===== config.mk =====
export PLATFORM = sky130hd
export DESIGN_NAME = stop_watch
export DESIGN_NICKNAME = d
export VERILOG_FILES = /design/src/rtl/stop_watch_pkg.sv /design/src/rtl/button_sync_edge.sv /design/src/rtl/stop_watch.sv
export SDC_FILE = /design/constraint.sdc
export NUM_CORES = 1
export LEC_CHECK = 0
export ABC_AREA = 1
export CAP_MARGIN = 20
export CELL_PAD_IN_SITES_DETAIL_PLACEMENT = 1
export CELL_PAD_IN_SITES_GLOBAL_PLACEMENT = 2
export CORE_ASPECT_RATIO = 1.1
export CORE_MARGIN = 1
export CORE_UTILIZATION = 35
export DETAILED_ROUTE_END_ITERATION = 6
export HOLD_SLACK_MARGIN = 0.06
export PLACE_DENSITY_LB_ADDON = 0.1
export SLEW_MARGIN = 20
export SYNTH_ARGS = -nofsm -noshare
export SYNTH_HDL_FRONTEND = slang
export SYNTH_SLANG_ARGS = --single-unit

===== constraint.sdc =====
create_clock -name clk -period 2.2 [get_ports clk]
set_input_delay 0.44 -clock clk [delete_from_list [all_inputs] [get_ports clk]]
set_output_delay 0.44 -clock clk [all_outputs]
set_load 0.05 [all_outputs]

===== src/rtl/stop_watch_pkg.sv =====
// Shared types and default constants for the single-button stopwatch.
package stop_watch_pkg;

  localparam int unsigned DEF_TICKS_PER_SEC = 100;
  localparam int unsigned DEF_TIME_W        = 5;

  // One-hot mode encoding as seen by the display logic.
  typedef enum logic [2:0] {
    IDLE    = 3'b100,
    CLEAR   = 3'b010,
    RUNNING = 3'b001
  } mode_t;

  // A single press always moves the mode one step around the ring.
  function automatic mode_t next_mode(input mode_t m);
    case (m)
      IDLE:    return CLEAR;
      CLEAR:   return RUNNING;
      default: return IDLE;
    endcase
  endfunction

endpackage


===== src/rtl/button_sync_edge.sv =====
// Two-flop synchronizer for the raw push-button followed by a registered rising-edge pulse.
module button_sync_edge (
  input  logic clk,
  input  logic nRst_i,
  input  logic button_i,
  output logic press_o
);

  logic sync1_q, sync2_q, prev_q, press_q;

  // press_q fires on the second edge after the first high sample, so the mode
  // register consuming it moves on the third edge.
  always_ff @(posedge clk or negedge nRst_i) begin
    if (!nRst_i) begin
      sync1_q <= 1'b0;
      sync2_q <= 1'b0;
      prev_q  <= 1'b0;
      press_q <= 1'b0;
    end else begin
      sync1_q <= button_i;
      sync2_q <= sync1_q;
      prev_q  <= sync2_q;
      press_q <= sync2_q & ~prev_q;
    end
  end

  assign press_o = press_q;

endmodule


===== src/rtl/stop_watch.sv =====
// Single-button stopwatch: press cycles IDLE -> CLEAR -> RUNNING, seconds counted in RUNNING.
// Define STOP_WATCH_SATURATE_EN to make time_o stick at its maximum instead of wrapping.
module stop_watch
  import stop_watch_pkg::*;
#(
  parameter int unsigned TICKS_PER_SEC = DEF_TICKS_PER_SEC,
  parameter int unsigned TIME_W        = DEF_TIME_W
) (
  input  logic              clk,
  input  logic              nRst_i,
  input  logic              button_i,
  output logic [2:0]        state,
  output logic [TIME_W-1:0] time_o
);

  localparam int unsigned PRESC_W = (TICKS_PER_SEC > 1) ? $clog2(TICKS_PER_SEC) : 1;
  localparam logic [PRESC_W-1:0] PRESC_MAX = PRESC_W'(TICKS_PER_SEC - 1);

  logic               press;
  mode_t              state_q, state_d;
  logic [PRESC_W-1:0] presc_q, presc_d;
  logic [TIME_W-1:0]  time_q, time_d;

  button_sync_edge u_button (
    .clk      (clk),
    .nRst_i   (nRst_i),
    .button_i (button_i),
    .press_o  (press)
  );

  always_comb begin
    state_d = press ? next_mode(state_q) : state_q;
    presc_d = presc_q;
    time_d  = time_q;
    // Counting keys off the current mode, so a tick on the cycle RUNNING is left still lands.
    unique case (state_q)
      CLEAR: begin
        presc_d = '0;
        time_d  = '0;
      end
      RUNNING: begin
        if (presc_q == PRESC_MAX) begin
          presc_d = '0;
`ifdef STOP_WATCH_SATURATE_EN
          if (time_q != '1) begin
            time_d = time_q + TIME_W'(1);
          end
`else
          time_d = time_q + TIME_W'(1);
`endif
        end else begin
          presc_d = presc_q + PRESC_W'(1);
        end
      end
      default: ;
    endcase
  end

  always_ff @(posedge clk or negedge nRst_i) begin
    if (!nRst_i) begin
      state_q <= IDLE;
      presc_q <= '0;
      time_q  <= '0;
    end else begin
      state_q <= state_d;
      presc_q <= presc_d;
      time_q  <= time_d;
    end
  end

  assign state  = state_q;
  assign time_o = time_q;

endmodule


==> out/results.tsv, run 1 <==
stage	metric	value	unit
status	status	complete, no violations	
cts	hold buffers post-CTS	0	
global_routing	Tot GR Track Use	17.7	%
cts	worst-case clock buffer depth	2	
cts	postcts setup bufs	0	
timing	Pins Over Slew Limit	0	
routing	Routed Antenna Nets	0	
final_layout	# nets final	130	
yosys	dominant cell type by area after synthesis	dfrtp_1	
run	# Max-Cap Violations	0	
final_layout	most frequent cells in the layout	32 x nand2_1, 18 x dfrtp_1, 11 x inv_1, 10 x clkdlybuf4s50_1, 8 x nand3_1	
setup_path	worst path required time	1760	ps
setup_path	CP endpoint kind	output pin	
floorplan	Initial Utilization	37.4	%
setup_path	Reg-to-Reg Start	presc_q[0]	
yosys	Mapped Nets	114	
place	Port Buffers	10	
timing	Slew HR	67.3	%
min_path	Hold WC Path Type	reg -> reg	
setup_path	CP startpoint	state[2]	
setup_path	Crit-path slowest cell	clkdlybuf4s50_1	
setup_path	critical path startpoint category	flip-flop	
cts	CTS root buffer	clkbuf_4	
timing	fin crit share	94.3	%
routing	Iter 0 DRT Violations	7	
setup_path	CP arrival	1640	ps
power_and_ir_drop	Pleak	0.520	nW
cts	clk sinks	19	
setup_path	delay-heaviest family, CP	buffers and inverters	
place	Placed Instances	151	
floorplan	Die H	56.4	um
power_and_ir_drop	total power	0.909	mW
final_layout	antenna diode count	0	
timing	Max Freq	482	MHz
setup_path	Worst Path Buf+Inv	1	
setup_path	CP Class	reg -> out	
cts	H-tree Lvls	1	
timing	Final min period	2080	ps
timing	total negative setup slack	0	ps
timing	Hold Slack	368	ps
global_routing	largest net degree at the start of global routing	13	
place	post-DP HPWL	1.59	mm
timing	Worst Tran Pin Value	490	ps
yosys	post-synthesis cell area	942	sq um
timing	Setup Skew	2.93	ps
floorplan	I/O pin count	11	
routing	wire per inst	13.1	um
final_layout	Layout area overhead	18.3	%
routing	final WL	2.03	mm
routing	routed vias	756	
yosys	sequential area share after synthesis	50.6	%
yosys	syn avg cell area	8.64	sq um
yosys	Yosys reg bits	19	
global_routing	vias in the first global route	811	
floorplan	Std-Cell Rows	19	
yosys	Synth Instances	109	
cts	Clock Latency Late Sink	290	ps
setup_path	worst-path fanout max	2	
setup_path	Critical Path, Cell by Cell	clkdlybuf4s50_1	
floorplan	die width	51.5	um
floorplan	core area	0.00252	sq mm
power_and_ir_drop	Peak supply drop	429	uV
place	RePlAce Congestion	0.776	
global_routing	initial antenna violation count	0	
timing	final hold vios	0	
cts	CTS tree	yes	
floorplan	die area	0.00290	sq mm
cts	clock slew at reported path FFs	100	ps
yosys	Synth cell types	24	
final_layout	layout cells sized above 1	11.3	%
final_layout	utilization after layout	44.2	%
yosys	Yosys warning count	0	
global_routing	global-route wire length before repair	3.78	mm
cts	CTS resizes	0	
yosys	Area contributors post-synth	dfrtp_1 48%, nand2_1 13%, inv_1 4.4%	
setup_path	CP peak stage delay	790	ps
global_routing	grt ovf	0	
final_layout	post-route insts no fill	155	
routing	Vias/cell	4.88	
final_layout	commonest non-fill, non-tap cell in the layout	nand2_1	
min_path	worst hold start	u_button.sync1_q	
timing	RSZ-0062 raised after global routing	false	
power_and_ir_drop	Pwr Density	815	mW/mm^2
routing	router iterations before antenna repair	4	
cts	CTS Buf Count	3	
routing	DR DRC count	0	
timing	# setup viols final	0	
yosys	post-synth top area share	47.8	%
final cells by class:
| class | instances | area [sq um] |
|---|---|---|
| repair buffers | 11 | 108 |
| multi-input cells | 76 | 410 |
| clock buffers | 4 | 26.3 |
| well taps | 31 | 38.8 |
| flip-flops and latches | 19 | 477 |
| fillers | 321 | 1410 |
| inverters | 14 | 55.1 |
layer usage:
layer  vias up  track usage, %  routed length (um)
met5         -               0                   0
met4         0            8.11                  38
met3         5            3.25                  37
met2         6            28.0                1050
met1       361            23.0                 911
li1        384               -                   -
worst paths after layout:
kind | end | slack (ps) | cells past startpoint
min in group asynchronous | state[1] | 410 | 1
worst max-delay path | state[2] | 120 | 1
worst min register to register | u_button.sync2_q | 370 | 0
worst min-delay path | u_button.sync2_q | 370 | 0
worst max register to register | time_o[0] | 810 | 6
max in group asynchronous | presc_q[4] | 1290 | 2
synth_stat cells, drive strengths merged:
master,n
inv,14
ha,2
nand2,35
a21oi,1
o22ai,4
nor3,2
dfstp,1
or2,1
nand3,10
xnor2,1
nor2,8
o21a,1
nand4,4
xor2,3
o21bai,1
o21ai,3
dfrtp,18
logic make-up (layout without fill, tap and decap cells):
kind of cell	count (synthesis)	in the layout	synth area share, %
buf+inv	14	29	5.84
xor+xnor	4	4	3.72
compound gates	10	10	6.37
simple gates	60	60	30.8
flops	19	19	50.6
fa+ha+maj	2	2	2.66
flip-flops by register name (all words and copies together), names as in the netlist:
name and flops:
u_button.sync1_q 1, u_button.press_o 1, presc_q 7, u_button.sync2_q 1
time_o 5, state 3, u_button.prev_q 1
metrics by stage:
step           cell area [sq um]  setup WS, ps
6_report                    1110           125
5_1_grt                     1110          67.5
4_1_cts                     1110           108
3_5_place_dp                1090           451
3_3_place_gp                1090           453
2_1_floorplan                942           800
where the power goes:
group          switching, mW  internal (mW)
Sequential            0.0667          0.401
Clock                  0.103         0.0705
Combinational          0.170         0.0976
Total                  0.339          0.569
Power figures use the tool's default switching activity.
==> run 2: changes to the inputs <==
Settings changed: GPL_ROUTABILITY_DRIVEN from default to 1.
==> results of run 2 <==
Final layout, timing and power as in run 1 (identical DEF).
==> run 3: changes to the inputs <==
Settings changed: CORE_MARGIN 1 to 3.
==> out/results.tsv, run 3 (synthesis gave the netlist of run 1 again) <==
stage	metric	value	unit	change
setup_path	critical path startpoint category	flip-flop		
setup_path	reg2reg end	time_o[3]		
timing	Setup Skew	1.16	ps	-1.77 ps
cts	H-tree Lvls	1		unchanged
power_and_ir_drop	Pleak	0.519	nW	-0.20%
timing	Hold Slack	369	ps	+1.28 ps
cts	CTS resizes	0		unchanged
final_layout	FF/Latch Area	477	sq um	unchanged
final_layout	area of the multi-input gates	410	sq um	unchanged
floorplan	die area	0.00335	sq mm	+15%
timing	Slew HR	66.8	%	-0.41 points
place	RePlAce Congestion	0.742		-4.4%
final_layout	Layout area overhead	18.7	%	
final_layout	layout cells sized above 1	12.1	%	+0.81 points
global_routing	grt ovf	0		unchanged
place	post-DP HPWL	1.48	mm	-6.9%
routing	wire per inst	12.6	um	-4.0%
final_layout	utilization after layout	44.0	%	-0.27 points
routing	Vias/cell	4.95		+1.5%
cts	CTS Buf Count	3		unchanged
floorplan	Std-Cell Rows	19		unchanged
setup_path	Crit-path slowest cell	clkdlybuf4s50_1		
min_path	Hold WC Path Type	reg -> reg		
floorplan	I/O pin count	11		unchanged
setup_path	delay-heaviest family, CP	buffers and inverters		
setup_path	Critical Path, Cell by Cell	clkdlybuf4s50_1		
timing	Final Worst Setup Slack	113	ps	-12.3 ps
routing	router iterations before antenna repair	2		-2
floorplan	core area	0.00254	sq mm	+0.94%
global_routing	vias in the first global route	795		-2.0%
timing	final hold vios	0		unchanged
place	Port Buffers	10		unchanged
power_and_ir_drop	Peak supply drop	480	uV	+12%
final_layout	commonest non-fill, non-tap cell in the layout	nand2_1		
cts	Clock Latency Late Sink	300	ps	about the same
cts	worst-case clock buffer depth	2		unchanged
min_path	Endpoint, Worst Hold	u_button.sync2_q		
floorplan	Die H	60.4	um	+7.1%
final_layout	most frequent cells in the layout	32 x nand2_1, 18 x dfrtp_1, 11 x inv_1, 10 x clkdlybuf4s50_1, 8 x nand3_1		
global_routing	initial antenna violation count	0		unchanged
status	status	complete, no violations		
min_path	Worst Hold Depth	0		unchanged
floorplan	Initial Utilization	37.0	%	-0.35 points
final_layout	# nets final	130		unchanged
global_routing	global-route wire length before repair	3.57	mm	-5.5%
routing	Routed Antenna Nets	0		unchanged
cts	clock slew at reported path FFs	120	ps	+20 ps
routing	DR DRC count	0		unchanged
global_routing	largest net degree at the start of global routing	20		+7
setup_path	CP Class	reg -> out		
setup_path	CP peak stage delay	800	ps	about the same
timing	Max Freq	479	MHz	-0.59%
final_layout	antenna diode count	0		unchanged
cts	hold buffers post-CTS	0		unchanged
run	# Max-Cap Violations	0		unchanged
timing	Pins Over Slew Limit	0		unchanged
routing	final WL	1.95	mm	-4.0%
min_path	worst hold start	u_button.sync1_q		
final_layout	Largest register FFs	7		unchanged
setup_path	CP endpoint kind	output pin		
setup_path	Reg-to-Reg Start	presc_q[0]		
cts	postcts setup bufs	0		unchanged
place	dpl ws	445	ps	-5.40 ps
setup_path	Worst R2R Path Depth	8		+2
timing	Worst Tran Pin Value	496	ps	+6.11 ps
setup_path	CP arrival	1650	ps	about the same
routing	routed vias	767		+1.5%
setup_path	r2r setup slk	870	ps	+60 ps
timing	total negative setup slack	0	ps	unchanged
cts	clk sinks	19		unchanged
setup_path	worst path required time	1760	ps	about the same
cts	CTS tree	yes		
global_routing	Tot GR Track Use	13.5	%	-4.2 points
routing	Iter 0 DRT Violations	12		+5
floorplan	die width	55.5	um	+7.8%
cts	CTS root buffer	clkbuf_4		
setup_path	Worst Path Buf+Inv	1		unchanged
final_layout	Biggest register	presc_q		
timing	Final min period	2090	ps	+12.3 ps
final_layout	# fillers	296		-7.8%
timing	# setup viols final	0		unchanged
timing	fin crit share	94.9	%	+0.56 points
setup_path	worst-path fanout max	2		unchanged
timing	RSZ-0062 raised after global routing	false		
power_and_ir_drop	Pwr Density	825	mW/mm^2	+1.3%
## run 3: layout make-up
type,count,share of cell area (%)
clock buffers,3,2.01
clock inverters,1,0.671
inverters,14,4.92
multi-input cells,76,36.7
flip-flops and latches,19,42.6
well taps,31,3.47
repair buffers,11,9.62
## run 3: worst max-delay path by stage
stage,from,endpoint,slack [ps],cells past startpoint
final,state[2],state[2],110,1
after global routing,state[0],state[0],50,1
after CTS,state[2],state[2],90,1
after detailed placement,state[2],state[2],450,1
after global placement,state[2],state[2],450,1
after floorplan,state[1],time_o[3],800,7
## run 3: layer usage
layer	vias up	wire length, um	track usage, %
li1	385	-	-
met2	4	941	23.3
met5	-	0	0
met1	376	948	16.9
met3	2	43	3.40
met4	0	19	4.17
## run 3: power breakdown
group | switching, mW | internal (mW)
combinational | 0.174 | 0.0979
clock | 0.118 | 0.0690
sequential | 0.0632 | 0.401
total | 0.355 | 0.568
## run 3: metrics by stage
stage	cells	area [sq um]	power [mW]
after CTS	155	1120	0.936
after detailed placement	151	1090	0.748
final	155	1120	0.923
after global routing	155	1120	0.993
after global placement	151	1090	0.738
after floorplan	109	942	0.660
